--- src/rtl/swan_sbox_layer.sv ---
// SWAN S-box layer: applies the 4-bit SWAN S-box (or its inverse) to every nibble of the state,
// SBOX_LANES nibbles per cycle, with valid/ready handshakes on both sides.
module swan_sbox_layer #(
    parameter int unsigned STATE_WIDTH = 256,
    parameter int unsigned SBOX_LANES  = 8
) (
    input  logic                   clk,
    input  logic                   rst_n,
    input  logic                   in_valid,
    output logic                   in_ready,
    input  logic                   in_inv,
    input  logic [0:STATE_WIDTH-1] in_data,
    output logic                   out_valid,
    input  logic                   out_ready,
    output logic [0:STATE_WIDTH-1] out_data,
    output logic                   busy
);

    localparam int unsigned NCYC  = STATE_WIDTH / (4 * SBOX_LANES);
    localparam int unsigned CNT_W = (NCYC > 1) ? $clog2(NCYC) : 1;
    localparam int unsigned SEL_W = $clog2(STATE_WIDTH);

    if ((STATE_WIDTH % (4 * SBOX_LANES)) != 0) begin : gen_param_check
        $error("STATE_WIDTH must be a multiple of 4*SBOX_LANES");
    end

    typedef enum logic [1:0] {StIdle, StBusy, StDone} fsm_e;

    fsm_e                   fsm_q, fsm_d;
    logic [CNT_W-1:0]       cnt_q, cnt_d;
    logic                   mode_q, mode_d;
    logic [0:STATE_WIDTH-1] data_q, data_d;
    logic [SEL_W-1:0]       nib_lsb [SBOX_LANES];

    function automatic logic [3:0] sbox_fwd(input logic [3:0] x);
        logic [3:0] y;
        case (x)
            4'h0: y = 4'h1;  4'h1: y = 4'h2;  4'h2: y = 4'hC;  4'h3: y = 4'h5;
            4'h4: y = 4'h7;  4'h5: y = 4'h8;  4'h6: y = 4'hA;  4'h7: y = 4'hF;
            4'h8: y = 4'h4;  4'h9: y = 4'hD;  4'hA: y = 4'hB;  4'hB: y = 4'hE;
            4'hC: y = 4'h9;  4'hD: y = 4'h6;  4'hE: y = 4'h0;  default: y = 4'h3;
        endcase
        return y;
    endfunction

    function automatic logic [3:0] sbox_inv(input logic [3:0] x);
        logic [3:0] y;
        case (x)
            4'h0: y = 4'hE;  4'h1: y = 4'h0;  4'h2: y = 4'h1;  4'h3: y = 4'hF;
            4'h4: y = 4'h8;  4'h5: y = 4'h3;  4'h6: y = 4'hD;  4'h7: y = 4'h4;
            4'h8: y = 4'h5;  4'h9: y = 4'hC;  4'hA: y = 4'h6;  4'hB: y = 4'hA;
            4'hC: y = 4'h2;  4'hD: y = 4'h9;  4'hE: y = 4'hB;  default: y = 4'h7;
        endcase
        return y;
    endfunction

    // Bit offset of the nibble each lane works on this cycle (nibble MSB is the lowest index).
    always_comb begin
        for (int unsigned l = 0; l < SBOX_LANES; l++) begin
            nib_lsb[l] = SEL_W'(4 * (32'(cnt_q) * SBOX_LANES + l));
        end
    end

    always_comb begin
        fsm_d  = fsm_q;
        cnt_d  = cnt_q;
        mode_d = mode_q;
        data_d = data_q;
        unique case (fsm_q)
            StIdle: begin
                if (in_valid) begin
                    data_d = in_data;
                    mode_d = in_inv;
                    cnt_d  = '0;
                    fsm_d  = StBusy;
                end
            end
            StBusy: begin
                for (int unsigned l = 0; l < SBOX_LANES; l++) begin
                    data_d[nib_lsb[l] +: 4] = mode_q ? sbox_inv(data_q[nib_lsb[l] +: 4])
                                                     : sbox_fwd(data_q[nib_lsb[l] +: 4]);
                end
                if (cnt_q == CNT_W'(NCYC - 1)) begin
                    cnt_d = '0;
                    fsm_d = StDone;
                end else begin
                    cnt_d = cnt_q + 1'b1;
                end
            end
            StDone: begin
                if (out_ready) begin
                    fsm_d = StIdle;
                end
            end
            default: fsm_d = StIdle;
        endcase
    end

    always_ff @(posedge clk or negedge rst_n) begin
        if (!rst_n) begin
            fsm_q  <= StIdle;
            cnt_q  <= '0;
            mode_q <= 1'b0;
            data_q <= '0;
        end else begin
            fsm_q  <= fsm_d;
            cnt_q  <= cnt_d;
            mode_q <= mode_d;
            data_q <= data_d;
        end
    end

    always_comb begin
        in_ready  = (fsm_q == StIdle);
        out_valid = (fsm_q == StDone);
        busy      = (fsm_q == StBusy);
        out_data  = data_q;
    end

endmodule

--- config.mk ---
export PLATFORM = sky130hd
export DESIGN_NAME = swan_sbox_layer
export DESIGN_NICKNAME = d
export VERILOG_FILES = /design/src/rtl/swan_sbox_layer.sv
export SDC_FILE = /design/constraint.sdc
export NUM_CORES = 1
export LEC_CHECK = 0
export CORE_AREA = 2 2 200 202
export DETAILED_ROUTE_END_ITERATION = 10
export DIE_AREA = 0 0 202 204
export PLACE_DENSITY_LB_ADDON = 0.2
export SETUP_SLACK_MARGIN = 0.05
export SLEW_MARGIN = 25
export SYNTH_ARGS = -nofsm -noshare
export SYNTH_HDL_FRONTEND = slang
export SYNTH_SLANG_ARGS = --single-unit
--- constraint.sdc ---
create_clock -name clk -period 4.9 [get_ports clk]
set_input_delay 0.735 -clock clk [delete_from_list [all_inputs] [get_ports clk]]
set_output_delay 0.735 -clock clk [all_outputs]
set_load 0.02 [all_outputs]
=== Yosys cells after proc, flatten, opt, wreduce, memory -nomap -nowiden ===
Memory sizes are Yosys's and may differ from the RTL's.
Cells that the tools add are included.

* $add $sub $neg: 16
* Reductions and logical operators: 5
* Eq/ne operators: 6
* Bitwise operators: 8
* Mux-type cells: 41
* Shift-type cells: 24

{| class="wikitable"
|+ Operators by type and width
! kind !! number
|-
| variable shift 257 x 10 -> 256 bit, first input constant || 8
|-
| variable part select 256 x 9 -> 257 bit || 8
|-
| variable part select 257 x 10 -> 256 bit || 8
|-
| bitwise mux 256 bit || 8
|-
| case mux 256 bit (2 select lines) || 1
|-
| two-way mux 256 bit || 1
|-
| two-way mux 4 bit || 24
|-
| negation 9 -> 10 bit || 8
|-
| inverter 8 -> 9 bit || 8
|-
| adder 6 x 3 -> 6 bit, second input constant || 4
|-
| adder 6 x 2 -> 6 bit, second input constant || 2
|-
| adder 6 x 1 -> 6 bit, second input constant || 1
|-
| two-way mux 2 bit || 3
|-
| two-way mux 3 bit || 2
|-
| case mux 2 bit (3 select lines) || 1
|-
| case mux 3 bit (2 select lines) || 1
|-
| inequality test 2 x 1 -> 1 bit, second input constant || 2
|-
| AND reduction 2 bit || 2
|-
| adder 3 x 1 -> 3 bit, second input constant || 1
|-
| equality test 3 bit, second input constant || 1
|-
| AND reduction 3 bit || 1
|-
| equality test 2 x 1 -> 1 bit, second input constant || 1
|-
| equality test 2 bit, second input constant || 1
|-
| zero test 2 bit || 1
|-
| 2 further kinds || 2
|}

* ROM bits: 1024
* Output and inout bits: 259
* Flip-flop bits (word level): 262
* Memories kept: 16
* Input bits: 261

{| class="wikitable"
|+ Memories
! memory !! words !! bits a word !! rd ports !! clocked after Yosys merged registers in !! wr ports !! RTL line !! source
|-
| (no name shown) || 16 || 4 || 1 || 0 || 0 || 48 || <nowiki>case (x)</nowiki>
|-
| (no name shown) || 16 || 4 || 1 || 0 || 0 || 37 || <nowiki>case (x)</nowiki>
|-
| (no name shown) || 16 || 4 || 1 || 0 || 0 || 48 ||
|-
| (no name shown) || 16 || 4 || 1 || 0 || 0 || 37 ||
|-
| (no name shown) || 16 || 4 || 1 || 0 || 0 || 48 ||
|-
| (no name shown) || 16 || 4 || 1 || 0 || 0 || 37 ||
|-
| +10 memories || - || - || - || - || - || - ||
|}

=== Depth between registers and ports, before layout ===
Gate-level depths: netlist (run 1).
An unclocked memory read counts as a cell.

* Depth after elaboration: 15
* Mapped depth: 15
* Gate-level depth less buffers: 10

=== Worst setup path after synthesis (run 1) ===
No wires, ideal clock.

* Path kind: reg-to-reg
* Start: register cnt_q[0]
* End: register data_q, in the netlist out_data[209]
* Setup slack: 1.424 ns
* Cell stages (with the launch flop): 14
* Path buffers: 3
* Library setup time: 0.126 ns
* Arrival: 3.350 ns
* Period minus slack after synthesis: 3.476 ns
* Cells stage by stage: dfrtp_1 > buf_6 > buf_2 > mux4_2 > mux2_2 > inv_1 > ha_1 > clkbuf_1 > inv_1 > mux2_2 > mux4_2 > nand2_1 > o21ai_2 > a221o_1

* Cells in the longest elaborated chain, start to end: 15
* Elaborated cells on any way between the ends: 96
* Classes of those cells: add/sub: 15; shift: 24; mux: 33; bitwise: 8; memory: 16

{| class="wikitable"
|+ RTL lines
! element !! RTL line !! source
|-
| from (decl) || 30 || <nowiki>logic [CNT_W-1:0] cnt_q, cnt_d;</nowiki>
|-
| from (signal assigned) || 107 || <nowiki>cnt_q <= cnt_d;</nowiki>
|-
| adder 6 x 1 -> 6 bit / inverter 8 -> 9 bit (equally long branches) || 60, 80, 81 ||
|-
| inverter 8 -> 9 bit / variable part select 256 x 9 -> 257 bit (equally long branches) || 80, 81 ||
|-
| variable part select 256 x 9 -> 257 bit, or another cell as far along || 80, 81 ||
|-
| memory read (16 x 4 bit), or another cell as far along || - ||
|-
| two-way mux 4 bit (on tied branches) || 69, 80 ||
|-
| two-way mux 4 bit / variable part select 257 x 10 -> 256 bit (equally long branches) || 80 || <nowiki>data_d[nib_lsb[l] +: 4] = mode_q ? sbox_inv(data_q[nib_lsb[l] +: 4])</nowiki>
|-
| variable part select 257 x 10 -> 256 bit / bitwise mux 256 bit (equally long branches) || 80 ||
|-
| bitwise mux 256 bit (6 in a row) || 80 ||
|-
| bitwise mux 256 bit (*) || 80 ||
|-
| case mux 256 bit (2 select lines) (*) || 69 || <nowiki>unique case (fsm_q)</nowiki>
|-
| to (signal assigned) || 109 || <nowiki>data_q <= data_d;</nowiki>
|-
| to (decl) || 32 || <nowiki>logic [0:STATE_WIDTH-1] data_q, data_d;</nowiki>
|}

Every way passes the cells marked *; elsewhere a longest branch is shown, timed or not. The select of a mux whose other input is x is not followed.
A chain may end at the register's enable or synchronous reset.

=== Worst setup path in the final report (run 1) ===
* Start: register cnt_q[0]
* End: register data_q, in the netlist out_data[253]

Same word-level chain as after synthesis.

==> results.py, run 1 <==
metrics = {
    "status": {
        "status": "finished, final reports clean",
    },
    "cells_and_area": {
        "fin_util_pct": 62.8,
        "drive_above_1_share_pct": 11.8,
        "syn_to_final_growth_pct": 37.8,
        "nets": 2484,
    },
    "critical_path": {
        "critPathLaunch": "cnt_q[0]$_DFFE_PN0P_",
        "critPathLaunchType": "register",
        "required_ps": 5430,
        "path_max_fanout": 25,
        "reg2reg_from": "cnt_q[0]$_DFFE_PN0P_",
        "crit_path_end_kind": "register",
        "criticalPathCategory": "reg -> reg",
        "cp.arrival_ps": 4650,
    },
    "pwr": {
        "switching_share_pct": 53.6,
        "p_leak_nw": 11.1,
        "p_seq_share_pct": 19.2,
        "p_per_area_nw_per_um2": 863,
        "clock_power_share_pct": 11.1,
        "irDropWorstVdd_v": 0.000405,
        "total_power_mw": 21.2,
        "power_frac_comb_pct": 69.7,
        "switchingPower_mw": 11.4,
        "internal_power_mw": 9.85,
    },
    "synthesis": {
        "ys_async_sr_fraction_pct": 100,
        "netlist_instances": 1732,
        "synth_top_flop_cell": "dfrtp_1",
        "syn_area_per_cell_um2": 10.3,
        "synth-edff-count": 0,
        "synth-seq-area-share_pct": 36.7,
        "synth_area_um2": 17900,
        "synth_nets": 2055,
        "ys_types": 82,
        "ys_seq_elements": 262,
        "yosys_warnings": 0,
    },
    "detailed_routing": {
        "wl_per_cell_um": 30.7,
        "vias": 18700,
        "drtAntennaViolNets": 0,
        "wl_mm": 83.4,
        "vias_per_cell": 6.88,
        "first_iter_violations": 2295,
        "dr.pass1.iters": 5,
        "drc": 0,
    },
    "floorplanning": {
        "die-area_um2": 41200,
        "die_h_um": 204,
        "num_rows": 73,
        "ioPinCount": 520,
        "core_um2": 39200,
        "start_util_pct": 45.6,
        "dieWidth_um": 202,
    },
    "timing": {
        "final.setup.tns_ps": 0,
        "tightest_slew_ps": 1090,
        "slew_viol_final": 0,
        "finalCritPeriodShare_pct": 84.1,
        "period_minus_slack_ps": 4120,
        "finalHoldViolations": 0,
        "setup_violations": 0,
        "whs_ps": 173,
        "fmax_mhz": 243,
        "relSlewSlack_pct": 26.9,
        "rsz0062_at_grt": "no",
        "fin_skew_ps": 16.4,
    },
    "placement": {
        "routabilityCongestion": 0.972,
        "portBuffers": 519,
        "dpl.hpwl_mm": 61.3,
    },
    "cts": {
        "h-tree-depth": 1,
        "cts_tree": "done",
        "ctsResizeCount": 0,
        "cts_inserted_buffers": 30,
        "clk_path_buf_depth": 3,
        "clk_pin_slew_ps": 60,
        "clockRootBuffer": "clkbuf_16",
        "cts_sinks": 262,
        "clk_latency_ps": 600,
        "holdBufCountCts": 0,
        "postCtsSetupRepairBufs": 0,
    },
    "grt": {
        "grt_pass1_wl_mm": 121,
        "overflow": 0,
        "gr-usage-all-layers_pct": 39.3,
        "antenna_found_initial": 7,
        "grt_pass1_vias": 17900,
        "grt_max_degree": 136,
    },
    "flow_run": {
        "maxCapViolations": 0,
    },
    "hold_path": {
        "hold_path.class": "in -> async",
    },
}
==> kinds of logic after synthesis <==
kind of cell	count (synthesis)	share of synthesized area [%]
xor gates and xnor gates	3	0.147
buffers and inverters	203	5.10
and+or+nand+nor	486	14.7
adders and majority gates	62	4.34
DFF	262	36.7
AOI/OAI and AO/OA	515	22.9
muxes	201	16.1
==> metrics by stage <==
step	cells	worst slack, ps	area (um2)
floorplan	1732	1420	17900
global placement	2648	983	23400
detailed placement	2654	886	23500
CTS	2709	862	24600
global route	2713	584	24600
finish	2713	777	24600
==> layout make-up <==
| cell class | instances | area (um2) |
|---|---|---|
| diodes | 4 | 10.0 |
| clock buffers | 45 | 908 |
| clock inverters | 10 | 109 |
| fillers | 3178 | 14600 |
| inverters | 41 | 154 |
| multi-input cells | 1267 | 10600 |
| flip-flops and latches | 262 | 6560 |
| well taps | 525 | 657 |
| repair buffers | 559 | 5640 |
==> power groups by stage <==
stage	sequential [mW]	combinational [mW]	clock (mW)
floorplan	4.44	8.00	0
global placement	4.04	13.9	0
detailed placement	4.04	14.3	0
CTS	4.02	14.3	2.35
global route	4.14	15.5	2.44
finish	4.08	14.8	2.36
==> sequential cells by signal, indices dropped and copies added (netlist names) <==
register / cells
out_data: 256
cnt_q: 3
mode_q: 1
fsm_q: 2
==> Yosys cell counts (19+ instances only) <==
cell type / n / share of area (%)
a21oi_1: 86 / 2.4
a221o_1: 209 / 12
and3_1: 245 / 8.6
buf_2: 22 / 0.62
clkbuf_1: 121 / 2.5
dfrtp_1: 262 / 37
ha_1: 62 / 4.3
inv_1: 36 / 0.76
mux2_2: 45 / 2.8
mux2i_1: 86 / 4.8
mux4_2: 60 / 7.6
nand2_1: 71 / 1.5
nand3_1: 19 / 0.53
nor2_1: 83 / 1.7
o21ai_0: 75 / 2.1
==> worst paths after layout <==
check                                             to  slack [ps]  cells past startpoint
min in group clk           out_data[103]$_DFFE_PN0P_         530                      2
setup reg to reg           out_data[253]$_DFFE_PN0P_         780                      9
setup / recovery           out_data[253]$_DFFE_PN0P_         780                      9
max in group asynchronous   out_data[19]$_DFFE_PN0P_        3390                      2
hold / removal              out_data[99]$_DFFE_PN0P_         170                      1
hold reg to reg            out_data[103]$_DFFE_PN0P_         530                      2
==> worst max-delay path: stages, from the launching register on <==
cell	delay (ps)
dfrtp_4	720
buf_12	280
mux4_2	580
mux2i_2	410
ha_1	390
inv_1	170
mux2i_1	90
mux4_2	470
mux2i_2	610
a221o_1	290
==> placed cells by master (no fill, tap or decap), types with 19 or more instances in the layout <==
| master | netlist | final |
|---|---|---|
| o21ai_0 | 75 | 75 |
| nand3_1 | 19 | 19 |
| nand2_1 | 71 | 71 |
| buf_4 | 2 | 29 |
| clkdlybuf4s50_1 | 0 | 518 |
| nor2_1 | 83 | 78 |
| inv_1 | 36 | 36 |
| dfrtp_1 | 262 | 258 |
| mux4_2 | 60 | 60 |
| mux2_2 | 45 | 45 |
| a221o_1 | 209 | 209 |
| a21oi_1 | 86 | 81 |
| ha_1 | 62 | 62 |
| mux2i_1 | 86 | 86 |
| and3_1 | 245 | 244 |
| clkbuf_16 | 0 | 31 |
==> layer usage <==
metal  share of wire (%)  up-vias  GRT usage (%)
met4                 4.0        2           15.0
li1                    -     7703              -
met5               0.016        -              0
met1                  40     9373           54.9
met3                  11      209           8.77
met2                  45     1377           59.8
Power figures use the tool's default switching activity.
==> run 2, diff against run 1 <==
--- a/config.mk
+++ b/config.mk
@@ -5,9 +5,9 @@
 export SDC_FILE = /design/constraint.sdc
 export NUM_CORES = 1
 export LEC_CHECK = 0
-export CORE_AREA = 2 2 200 202
+export CORE_MARGIN = 1
+export CORE_UTILIZATION = 44
 export DETAILED_ROUTE_END_ITERATION = 10
-export DIE_AREA = 0 0 202 204
 export PLACE_DENSITY_LB_ADDON = 0.2
 export SETUP_SLACK_MARGIN = 0.05
 export SLEW_MARGIN = 25
==> constraint.sdc (replaced) <==
create_clock -name clk -period 3.7 [get_ports clk]
set_input_delay 0.555 -clock clk [delete_from_list [all_inputs] [get_ports clk]]
set_output_delay 0.555 -clock clk [all_outputs]
set_load 0.02 [all_outputs]
==> run 2 against run 1 <==
Against the previous run:
- the run now ends with negative hold slack left
- sequential cell count unchanged
- sequential power increased by 29%
- register-to-register slack got worse by 640 ps
- via count decreased by 0.14%
- maximum frequency increased by 16%
- routed wire length decreased by 1.1%
- count of clock-buffer cells in the layout decreased by 10
- cell count increased by 1.7%
- hold slack got worse by 190 ps
- die area increased by 0.47%
- largest power group unchanged
- highest routed layer unchanged
==> results.py, run 2 (synthesis gave the netlist of run 1 again) <==
metrics = {
    "cells_and_area": {
        "layout_commonest_cell": "clkdlybuf4s50_1",
        "syn_to_final_growth_pct": 40.2,
        "final_cell_mix": "518 x clkdlybuf4s50_1, 258 x dfrtp_1, 245 x and3_1",
        "finish.instance_area_um2": 25000,
        "fillers": 3256,
        "fin_util_pct": 62.7,
        "drive_above_1_share_pct": 13.8,
        "regArea_um2": 6560,
        "largest_reg_flops": 256,
        "multi_input_area_um2": 10500,
        "nets": 2533,
    },
    "flow_run": {
        "maxCapViolations": 0,
    },
    "placement": {
        "place_area_um2": 24000,
        "routabilityCongestion": 0.994,
        "dpl.hpwl_mm": 61.0,
        "portBuffers": 519,
    },
    "hold_path": {
        "hold_path.class": "in -> async",
    },
    "floorplanning": {
        "num_rows": 73,
        "start_util_pct": 44.7,
        "ioPinCount": 520,
        "die-area_um2": 41400,
        "dieWidth_um": 203,
        "core_um2": 39900,
        "die_h_um": 203,
    },
    "detailed_routing": {
        "drtAntennaViolNets": 0,
        "dr.pass1.iters": 6,
        "vias_per_cell": 6.75,
        "wl_mm": 82.5,
        "wl_per_cell_um": 29.9,
        "vias": 18600,
        "first_iter_violations": 2492,
        "drc": 0,
    },
    "critical_path": {
        "required_ps": 4220,
        "crit_path_end_kind": "register",
        "max_stage_delay_ps": 530,
        "r2r_cells": 11,
        "critPathLaunchType": "register",
        "criticalPathCategory": "reg -> reg",
        "path_max_fanout": 30,
        "cp_cell_sequence": "buf_12, buf_4, mux4_2, mux2i_2, inv_1, ha_1, or3_1, a21o_1, o211ai_1, buf_4, a221o_1",
        "crit_end": "out_data[70]$_DFFE_PN0P_",
        "regToRegEndpoint": "out_data[70]$_DFFE_PN0P_",
        "cpMostUsedCell": "buf_4",
        "critPathLaunch": "cnt_q[0]$_DFFE_PN0P_",
        "cpMaxStageDelayCell": "dfrtp_4",
        "r2r_slack_ps": 140,
        "reg2reg_from": "cnt_q[0]$_DFFE_PN0P_",
        "cp.arrival_ps": 4080,
    },
    "pwr": {
        "irDropWorstVdd_v": 0.000576,
        "p_per_area_nw_per_um2": 1140,
        "total_power_mw": 28.6,
        "p_leak_nw": 11.3,
    },
    "grt": {
        "grt_max_degree": 166,
        "gr-usage-all-layers_pct": 39.1,
        "grt_pass1_wl_mm": 120,
        "overflow": 0,
        "antenna_found_initial": 7,
        "grt_pass1_vias": 17900,
    },
    "cts": {
        "clk_latency_ps": 600,
        "postCtsSetupRepairBufs": 0,
        "cts_sinks": 262,
        "clk_path_buf_depth": 3,
        "cts_inserted_buffers": 29,
        "h-tree-depth": 1,
        "clk_pin_slew_ps": 60,
        "cts_tree": "done",
        "clockRootBuffer": "clkbuf_16",
    },
    "timing": {
        "final.setup.tns_ps": 0,
        "fin_skew_ps": 17.5,
        "finalHoldViolations": 6,
        "finalCritPeriodShare_pct": 96.2,
        "relSlewSlack_pct": 25.2,
        "setup_violations": 0,
        "rsz0062_at_grt": "no",
        "tightest_slew_ps": 1120,
        "whs_ps": -15.9,
        "fmax_mhz": 281,
        "slew_viol_final": 0,
        "period_minus_slack_ps": 3560,
    },
    "status": {
        "violations": "negative hold slack",
        "status": "finished with violations",
    },
}
==> run 2: final cells by class <==
cell class                      count  area share (%)
Sequential cell                   262            26.2
Antenna cell                        5          0.0500
Clock inverter                     16            1.02
Clock buffer                       35            3.23
Inverter                           41           0.615
Tap cell                          525            2.62
Timing Repair Buffer              609            24.2
Multi-Input combinational cell   1267            42.1
==> run 2: how the worst min path moves through the flow <==
| stage | end | cells past startpoint | start | slack, ps |
|---|---|---|---|---|
| floorplan | cnt_q[0]$_DFFE_PN0P_ | 0 | rst_n | 260 |
| global placement | out_data[239]$_DFFE_PN0P_ | 2 | out_data[239]$_DFFE_PN0P_ | 510 |
| detailed placement | out_data[7]$_DFFE_PN0P_ | 2 | out_data[7]$_DFFE_PN0P_ | 520 |
| CTS | out_data[121]$_DFFE_PN0P_ | 1 | rst_n | 70 |
| global route | out_data[99]$_DFFE_PN0P_ | 1 | rst_n | 100 |
| finish | out_data[35]$_DFFE_PN0P_ | 1 | rst_n | -20 |
==> run 2: what timing repair did <==
item                                   in CTS  in global routing
setup endpoints to repair                   0                 16
endpoints found under the hold margin       0                  0
hold buffers                                0                  0
resized for setup                           0                  1
==> run 2: per-layer routing <==
metal	global-route usage (%)	vias up	share of wire [%]	wire (um)
met3	8.84	185	11	9470
met1	56.0	9263	41	33500
met5	0	-	0.011	9
li1	-	7803	-	-
met4	15.8	2	4.2	3470
met2	56.9	1384	44	36000
==> run 2: metrics by stage <==
step                      cells  setup slack (ps)
after global placement     2702               240
after global routing       2760              52.1
final                      2760               141
after CTS                  2755               160
after detailed placement   2704               189
after floorplan            1732               224
==> run 2: power breakdown <==
part	total (mW)	switching, mW	internal [mW]
Combinational	20.1	12.3	7.77
Clock	3.27	1.30	1.97
Sequential	5.28	1.36	3.91
Total	28.6	15.0	13.7
==> run 2: worst max-delay path, delay by kind of cell, from the launching register on <==
family          cells  cell delay (ps)
flops               1              530
simple gates        1              370
fa+ha+maj           1              240
mux                 2              840
buf+inv             4              920
compound gates      3              560
